--- src/rtl/pipe_stage_elastic.sv ---
// Elastic inter-stage pipeline register for the MIPS core.
// Holds up to two beats (head + skid) so in_ready can come straight from a flop.
// Also provides a synchronous flush and a saturating stall-cycle counter.
module pipe_stage_elastic #(
  parameter int D_W    = 32,
  parameter int REG_W  = 5,
  parameter int CTRL_W = 12,
  parameter int STAT_W = 16
) (
  input  logic              clock,
  input  logic              reset,
  input  logic              flush,
  input  logic              in_valid,
  output logic              in_ready,
  input  logic [D_W-1:0]    in_d1,
  input  logic [D_W-1:0]    in_d2,
  input  logic [REG_W-1:0]  in_rs,
  input  logic [REG_W-1:0]  in_rt,
  input  logic [REG_W-1:0]  in_rd,
  input  logic [CTRL_W-1:0] in_ctrl,
  output logic              out_valid,
  input  logic              out_ready,
  output logic [D_W-1:0]    out_d1,
  output logic [D_W-1:0]    out_d2,
  output logic [REG_W-1:0]  out_rs,
  output logic [REG_W-1:0]  out_rt,
  output logic [REG_W-1:0]  out_rd,
  output logic [CTRL_W-1:0] out_ctrl,
  output logic [STAT_W-1:0] stall_cnt
);

  localparam int P_W = 2*D_W + 3*REG_W + CTRL_W;

  typedef enum logic [1:0] {EMPTY, ONE, TWO} state_t;

  state_t            state_reg, state_next;
  logic              in_ready_reg;
  logic [P_W-1:0]    h_reg, s_reg;
  logic [P_W-1:0]    in_payload;
  logic [STAT_W-1:0] stall_reg;
  logic [CTRL_W-1:0] h_ctrl;
  logic              accept, emit;
  logic              load_h_in, load_h_skid, load_s;

  assign in_payload = {in_d1, in_d2, in_rs, in_rt, in_rd, in_ctrl};
  assign accept     = in_valid & in_ready_reg;
  assign out_valid  = (state_reg != EMPTY);
  assign emit       = out_valid & out_ready;

  assign in_ready  = in_ready_reg;
  assign stall_cnt = stall_reg;
  assign {out_d1, out_d2, out_rs, out_rt, out_rd, h_ctrl} = h_reg;
  // An empty stage must look like a NOP downstream.
  assign out_ctrl = out_valid ? h_ctrl : '0;

  // Next-state decode and entry load enables; flush overrides everything.
  always_comb begin
    state_next  = state_reg;
    load_h_in   = 1'b0;
    load_h_skid = 1'b0;
    load_s      = 1'b0;
    unique case (state_reg)
      EMPTY: begin
        if (accept) begin
          load_h_in  = 1'b1;
          state_next = ONE;
        end
      end
      ONE: begin
        if (accept && emit) begin
          load_h_in = 1'b1;
        end else if (accept) begin
          load_s     = 1'b1;
          state_next = TWO;
        end else if (emit) begin
          state_next = EMPTY;
        end
      end
      TWO: begin
        if (emit) begin
          load_h_skid = 1'b1;
          state_next  = ONE;
        end
      end
      default: state_next = EMPTY;
    endcase
    if (flush) begin
      state_next  = EMPTY;
      load_h_in   = 1'b0;
      load_h_skid = 1'b0;
      load_s      = 1'b0;
    end
  end

  // State register; in_ready is the registered decode of the next state.
  always_ff @(posedge clock or posedge reset) begin
    if (reset) begin
      state_reg    <= EMPTY;
      in_ready_reg <= 1'b1;
    end else begin
      state_reg    <= state_next;
      in_ready_reg <= (state_next != TWO);
    end
  end

  // Head/skid payload storage; flush clears both so no stale data lingers.
  always_ff @(posedge clock or posedge reset) begin
    if (reset) begin
      h_reg <= '0;
      s_reg <= '0;
    end else if (flush) begin
      h_reg <= '0;
      s_reg <= '0;
    end else begin
      if (load_h_in) begin
        h_reg <= in_payload;
      end else if (load_h_skid) begin
        h_reg <= s_reg;
      end
      if (load_s) begin
        s_reg <= in_payload;
      end
    end
  end

  // Saturating count of cycles where the head beat is blocked downstream.
  always_ff @(posedge clock or posedge reset) begin
    if (reset) begin
      stall_reg <= '0;
    end else if (out_valid && !out_ready && (stall_reg != {STAT_W{1'b1}})) begin
      stall_reg <= stall_reg + 1'b1;
    end
  end

endmodule

--- config.mk ---
export PLATFORM = sky130hd
export DESIGN_NAME = pipe_stage_elastic
export DESIGN_NICKNAME = d
export VERILOG_FILES = /design/src/rtl/pipe_stage_elastic.sv
export SDC_FILE = /design/constraint.sdc
export NUM_CORES = 1
export LEC_CHECK = 0
export ABC_AREA = 1
export CORE_MARGIN = 8
export CORE_UTILIZATION = 43
export CTS_CLUSTER_DIAMETER = 200
export DETAILED_ROUTE_END_ITERATION = 6
export PLACE_DENSITY = 0.68
export SYNTH_ARGS = -nofsm -noshare
export SYNTH_HDL_FRONTEND = slang
export SYNTH_SLANG_ARGS = --single-unit
--- constraint.sdc ---
create_clock -name clock -period 8.2 [get_ports clock]
set_input_delay 1.64 -clock clock [delete_from_list [all_inputs] [get_ports clock]]
set_output_delay 1.64 -clock clock [all_outputs]
set_load 0.02 [all_outputs]
==> summary.txt, run 1 <==
Status
  – Run status: finished, final reports clean

Timing
  – Setup violations, final: 0
  – Final Worst Setup Slack: 3.53 ns
  – Max Clock Skew: 0.00693 ns
  – Final worst-path cycle share: 57.0%
  – Rel. slew slack: 24.2%
  – Fmax: 0.214 GHz
  – Final-report max-slew violation count: 0
  – Min Tclk post-route: 4.67 ns
  – Min Hold Slack: 0.477 ns
  – RSZ-0062 raised after global routing: false
  – Final Hold Vio Count: 0
  – Least-Margin Pin Slew: 1.14 ns
  – TNS Setup: 0 ns

Synth
  – Seq/Total Area, Yosys: 48.3%
  – Total number of yosys warnings: 0
  – Post-Synthesis Cells: 1411
  – Synth unique cells: 23
  – Synth top area cells: dfrtp_1, nand2_1, nand4_1
  – Yosys top cell area share: 48.0%
  – Largest family of logic cells by synthesized area: simple AND/OR/NAND/NOR gates
  – Area leader, netlist: dfrtp_1
  – Count of state elements after synthesis: 201
  – Post-Synth Simple-Gate Area: 35.6%
  – Mux cell area share after synthesis: 0%
  – Synth Area in XOR/XNOR: 0.672%
  – Post-synthesis compound-gate area fraction: 2.21%
  – Syn nets: 1508
  – Synth Area in Adders: 0.120%
  – Cell Area, Synth: 10400 um2
  – Synth Area per Inst: 7.39 um2

Clocking
  – CTS tree: done
  – Clock slew at reported path FFs: 0.06 ns
  – CTS max path bufs: 3
  – Post-CTS Setup Bufs: 0
  – Clk_lat worst skew: 0.50 ns
  – Clk root buf: clkbuf_16
  – Post-CTS Hold Fix Bufs: 0
  – CTS H-tree depth: 1
  – Clock sinks: 201
  – CTS buffer count: 23
  – CTS resizes: 0

GRT
  – Largest net degree at the start of global routing: 130
  – First-pass GRT wire length: 47.2 mm
  – Vias in the first global route: 9265
  – Initial antenna violation count: 2
  – Most utilized layer in the global route result: met2
  – GR Layer Usage met3: 4.29%
  – M1 GR Usage: 24.8%
  – GRT overflow: 0
  – M2 GR Usage: 32.5%
  – Gr usage total: 19.5%

Flow run
  – Max-Cap Viols: 0

Final layout
  – Post-Route Utilization: 53.1%
  – Post-layout nets: 1578
  – Commonest non-fill, non-tap cell in the layout: nand2_1
  – Syn-to-layout area delta: 22.4%
  – Post-route cell area: 12800 um2
  – Most frequent cells in the layout: nand2_1, clkdlybuf4s50_1, dfrtp_1, nand4_1, nand3_1
  – Share of layout cells above drive strength 1: 3.81%

Setup path
  – CP cell instances: clkdlybuf4s50_1, nand2_1, nor2_4, buf_4, nand2_1, buf_4, nand3_1, inv_2, buf_4, nand2_1, nand2_1
  – Crit Path Category: in2reg
  – CP delay by family, top: buffers and inverters
  – Largest fanout on the critical path: 83
  – Biggest cell delay along the critical path: 0.65 ns
  – Slowest CP cell: inv_2
  – Worst EP required: 8.64 ns
  – Buf/Inv on CP: 5
  – CP arrival: 5.11 ns
  – Crit start category: primary input
  – Critical Path End Type: register
  – Crit-path most repeated cell: nand2_1

Die
  – Die H: 172 um
  – Die area: 29500 um2
  – Horiz. Die Dim: 172 um
  – # rows: 57
  – IO Pins: 205
  – Core area: 24000 um2
  – Initial Util: 43.4%

Placement
  – Worst Setup Slack post-DPL: 3.02 ns
  – Hpwl dp: 17.6 mm
  – GP Congestion: 0.784
  – Placed cell areas: 12000 um2
  – Port Buffers: 204

Routing
  – DRT iter0 DRCs: 651
  – Vias: 9199
  – Via-to-Cell Ratio: 5.05
  – WL/cell: 15.7 um
  – Pre-antenna DRT Iters: 7
  – Remaining DRCs: 0
  – Total Wirelength: 28.6 mm
  – Antenna Nets Post-Route: 0

Power
  – Leakage: 6.52 nW
  – Pwr dens: 199 nW/um2
  – Peak supply drop: 0.125 mV

Hold path
  – Worst min path class: reg2reg
==> final cells by class <==
type | instances | area [um2]
fillers | 2326 | 11300
flip-flops and latches | 201 | 5030
multi-input cells | 935 | 4070
repair buffers | 215 | 2120
clock buffers | 38 | 712
inverters | 105 | 407
well taps | 324 | 405
clock inverters | 2 | 10.0
diodes | 3 | 7.51
==> path summary, 6_finish.rpt <==
path	startpoint	end	slack (ns)	depth (start not counted)
max	in_valid	h_reg[56]	3.53	11
min reg2reg	h_reg[75]	h_reg[75]	0.48	2
max in group asynchronous	reset	h_reg[80]	4.91	3
min	h_reg[75]	h_reg[75]	0.48	2
max reg2reg	state_reg[1]	s_reg[19]	4.62	6
min in group asynchronous	reset	h_reg[15]	1.74	2
==> synth_stat cells <==
cell / count
buf_4: 82
dfrtp_1: 200
inv_1: 103
nand4_1: 107
inv_2: 2
ha_1: 1
xor2_1: 2
nor2_1: 32
o211ai_1: 1
a21oi_2: 1
o21ai_1: 1
a21oi_1: 2
xnor2_1: 6
nor2_2: 1
nand3_1: 106
buf_1: 6
buf_2: 21
nand2_2: 1
nand2_1: 635
o21ai_0: 38
o21ai_2: 1
clkbuf_1: 61
dfstp_2: 1
==> tightest hold or removal path, delay by kind of cell (launching register included) <==
kind	cells	cell delay, ns
flip-flops	1	0.34
AND/OR/NAND/NOR	2	0.10
==> per-layer routing <==
layer	share of wire, %	wire (um)
met5	0	0
met1	43	12300
met4	1.9	545
met3	7.3	2080
met2	48	13600
==> logic make-up (layout without fill, tap and decap cells) <==
| kind of cell | count (synthesis) | after routing |
|---|---|---|
| and+or+nand+nor | 882 | 882 |
| DFF | 201 | 201 |
| other | 0 | 3 |
| AOI/OAI and AO/OA | 44 | 44 |
| buffers and inverters | 275 | 360 |
| adders and majority gates | 1 | 1 |
| xor gates and xnor gates | 8 | 8 |
==> power by group <==
group / total, mW / internal, mW / switching [mW]
Sequential: 1.10 / 1.05 / 0.0449
Combinational: 0.461 / 0.177 / 0.283
Clock: 0.976 / 0.586 / 0.390
==> per-stage QoR <==
step | instances | power [mW]
6_report | 1823 | 2.53
5_1_grt | 1822 | 2.66
4_1_cts | 1820 | 2.57
3_5_place_dp | 1780 | 1.58
3_3_place_gp | 1780 | 1.57
2_1_floorplan | 1411 | 1.41
No activity file was read; power rests on OpenSTA's default activity.
==> run 2, diff against run 1 <==
PLACE_DENSITY = 0.71   (was 0.68)
clock period = 3.8 ns   (was 8.2 ns; I/O delays follow)
==> run 2 against run 1 <==
Net effect: combinational power rose by 120%; clock skew rose by 0.0051 ns; via count rose by 1.2%; sequential power rose by 120%; cell count rose by 0.55%; global-route usage rose by 0.067 points; non-clock buffer count rose by 8; worst hold slack got worse by 0.0027 ns; cell area rose by 1.0%; clock power rose by 130%; critical endpoint is now out_ctrl[1]; largest power group unchanged; highest routed layer is now met5.
==> summary.txt, run 2 (synthesis results as in run 1) <==
Status
  – Run status: finished, final reports clean

Flow run
  – Max-Cap Viols: 0 (unchanged)

Timing
  – Rel. slew slack: 38.2% (+14 points)
  – Max Clock Skew: 0.0121 ns (+0.00513 ns)
  – Min Hold Slack: 0.474 ns (-0.00272 ns)
  – Final worst-path cycle share: 84.6%
  – Final Hold Vio Count: 0 (unchanged)
  – RSZ-0062 raised after global routing: false
  – Setup violations, final: 0 (unchanged)
  – Min Tclk post-route: 3.22 ns
  – Final-report max-slew violation count: 0 (unchanged)
  – Fmax: 0.311 GHz
  – Least-Margin Pin Slew: 0.927 ns (-0.210 ns)
  – Final Worst Setup Slack: 0.584 ns (-2.94 ns)
  – TNS Setup: 0 ns (unchanged)

Clocking
  – CTS max path bufs: 3 (unchanged)
  – CTS buffer count: 23 (unchanged)
  – Post-CTS Setup Bufs: 0 (unchanged)
  – Clock slew at reported path FFs: 0.06 ns (about the same)
  – Post-CTS Hold Fix Bufs: 0 (unchanged)
  – Clk root buf: clkbuf_16
  – CTS H-tree depth: 1 (unchanged)
  – CTS tree: done
  – Clock sinks: 201 (unchanged)
  – CTS resizes: 0 (unchanged)
  – Clk_lat worst skew: 0.50 ns (about the same)

Routing
  – DRT iter0 DRCs: 865 (+33%)
  – Total Wirelength: 29.1 mm (+2.0%)
  – Pre-antenna DRT Iters: 5 (-2)
  – Vias: 9313 (+1.2%)
  – Antenna Nets Post-Route: 0 (unchanged)
  – Via-to-Cell Ratio: 5.08 (+0.69%)
  – WL/cell: 15.9 um (+1.4%)
  – Remaining DRCs: 0 (unchanged)

Power
  – Net Sw Power: 1.59 mW (+120%)
  – Clk pwr share: 39.5% (+1.0 points)
  – Leakage: 6.58 nW (+0.94%)
  – Sequential fraction of design power: 42.4% (-0.9 points)
  – Peak supply drop: 0.348 mV (+180%)
  – Pint: 4.00 mW (+120%)
  – Power share of the combinational group: 18.2% (about the same)
  – Pwr dens: 433 nW/um2 (+120%)
  – Sw Ratio: 28.4% (+0.087 points)

Setup path
  – Crit start category: register
  – Critical Path End Type: output pin
  – Crit Path Category: reg2out
  – CP arrival: 2.46 ns (-2.65 ns)
  – Worst R2R Setup Slack: 1.41 ns (-3.21 ns)
  – Largest fanout on the critical path: 8 (-90%)
  – Worst EP required: 3.04 ns (-5.60 ns)

Hold path
  – Worst min path class: reg2reg

Final layout
  – Syn-to-layout area delta: 23.7%
  – Post-layout nets: 1586 (+0.51%)
  – Share of layout cells above drive strength 1: 4.52% (+0.71 points)
  – Reg area: 5030 um2 (unchanged)
  – Post-Route Utilization: 53.7% (+0.55 points)
  – Fillers: 2281 (-1.9%)
  – Most frequent cells in the layout: nand2_1, clkdlybuf4s50_1, dfrtp_1, nand4_1, nand3_1
  – Post-route cell area: 12900 um2 (+1.0%)
  – Multi-input logic area: 4070 um2 (unchanged)
  – Commonest non-fill, non-tap cell in the layout: nand2_1

Die
  – Initial Util: 43.4% (unchanged)
  – Die H: 172 um (unchanged)
  – Die area: 29500 um2 (unchanged)
  – Core area: 24000 um2 (unchanged)
  – Horiz. Die Dim: 172 um (unchanged)
  – IO Pins: 205 (unchanged)
  – # rows: 57 (unchanged)

Placement
  – Placed cell areas: 12100 um2 (+0.78%)
  – Hpwl dp: 18.0 mm (+2.4%)
  – GP Congestion: 0.786 (+0.28%)
  – Worst Setup Slack post-DPL: 0.790 ns (-2.23 ns)
  – Port Buffers: 204 (unchanged)

GRT
  – First-pass GRT wire length: 47.2 mm (about the same)
  – Largest net degree at the start of global routing: 121 (-6.9%)
  – Gr usage total: 19.5% (+0.067 points)
  – Vias in the first global route: 9101 (-1.8%)
  – Initial antenna violation count: 5 (+3)
  – GRT overflow: 0 (unchanged)
[run 2: changes by cell type in the layout (fill, tap and decap cells not counted), sizes merged]
| cell | previous run | this run |
|---|---|---|
| clkinvlp | 0 | 2 |
| buf | 11 | 19 |
| bufinv | 0 | 1 |
| clkinv | 2 | 3 |
| inv | 105 | 104 |
| diode | 3 | 4 |
| clkbuf | 38 | 36 |
[run 2: final timing paths]
kind | startpoint | cells after the start | to
max in group asynchronous | reset | 3 | s_reg[58]
min in group asynchronous | reset | 3 | s_reg[31]
hold / removal | h_reg[19] | 2 | h_reg[19]
setup reg to reg | stall_cnt[0] | 8 | stall_cnt[3]
hold reg to reg | h_reg[19] | 2 | h_reg[19]
setup / recovery | state_reg[1] | 4 | out_ctrl[1]
[run 2: power groups by stage]
| stage | Clock (mW) | Combinational [mW] | Sequential, mW |
|---|---|---|---|
| CTS | 2.26 | 1.03 | 2.37 |
| floorplan | 0 | 0.633 | 2.41 |
| global route | 2.36 | 1.12 | 2.38 |
| global placement | 0 | 1.01 | 2.40 |
| finish | 2.21 | 1.02 | 2.37 |
| detailed placement | 0 | 1.02 | 2.41 |
[run 2: per-layer routing]
layer / share of wire [%] / global-route usage (%)
met1: 44 / 26.0
met2: 46 / 31.1
met3: 7.5 / 4.50
met4: 2.4 / 6.24
met5: 0.075 / 0
[run 2: critical path: stages (launching register included)]
cell and delay, ns:
dfrtp_1 0.45, nor2_1 0.57, buf_4 0.30, nor2_1 0.06, clkdlybuf4s50_1 0.58
[run 2: layout make-up]
cell class | count | area share, %
antenna | 4 | 0.0776
clock buffer | 36 | 5.46
clock inverter | 5 | 0.407
inverter | 105 | 3.12
multi-input combinational | 935 | 31.5
sequential | 201 | 39.0
tap | 324 | 3.14
timing repair buffer | 223 | 17.2
[run 2: stage by stage]
step / total power [mW] / instances
after floorplan: 3.04 / 1411
after global placement: 3.41 / 1788
after detailed placement: 3.43 / 1788
after CTS: 5.66 / 1829
after global routing: 5.87 / 1832
final: 5.59 / 1833
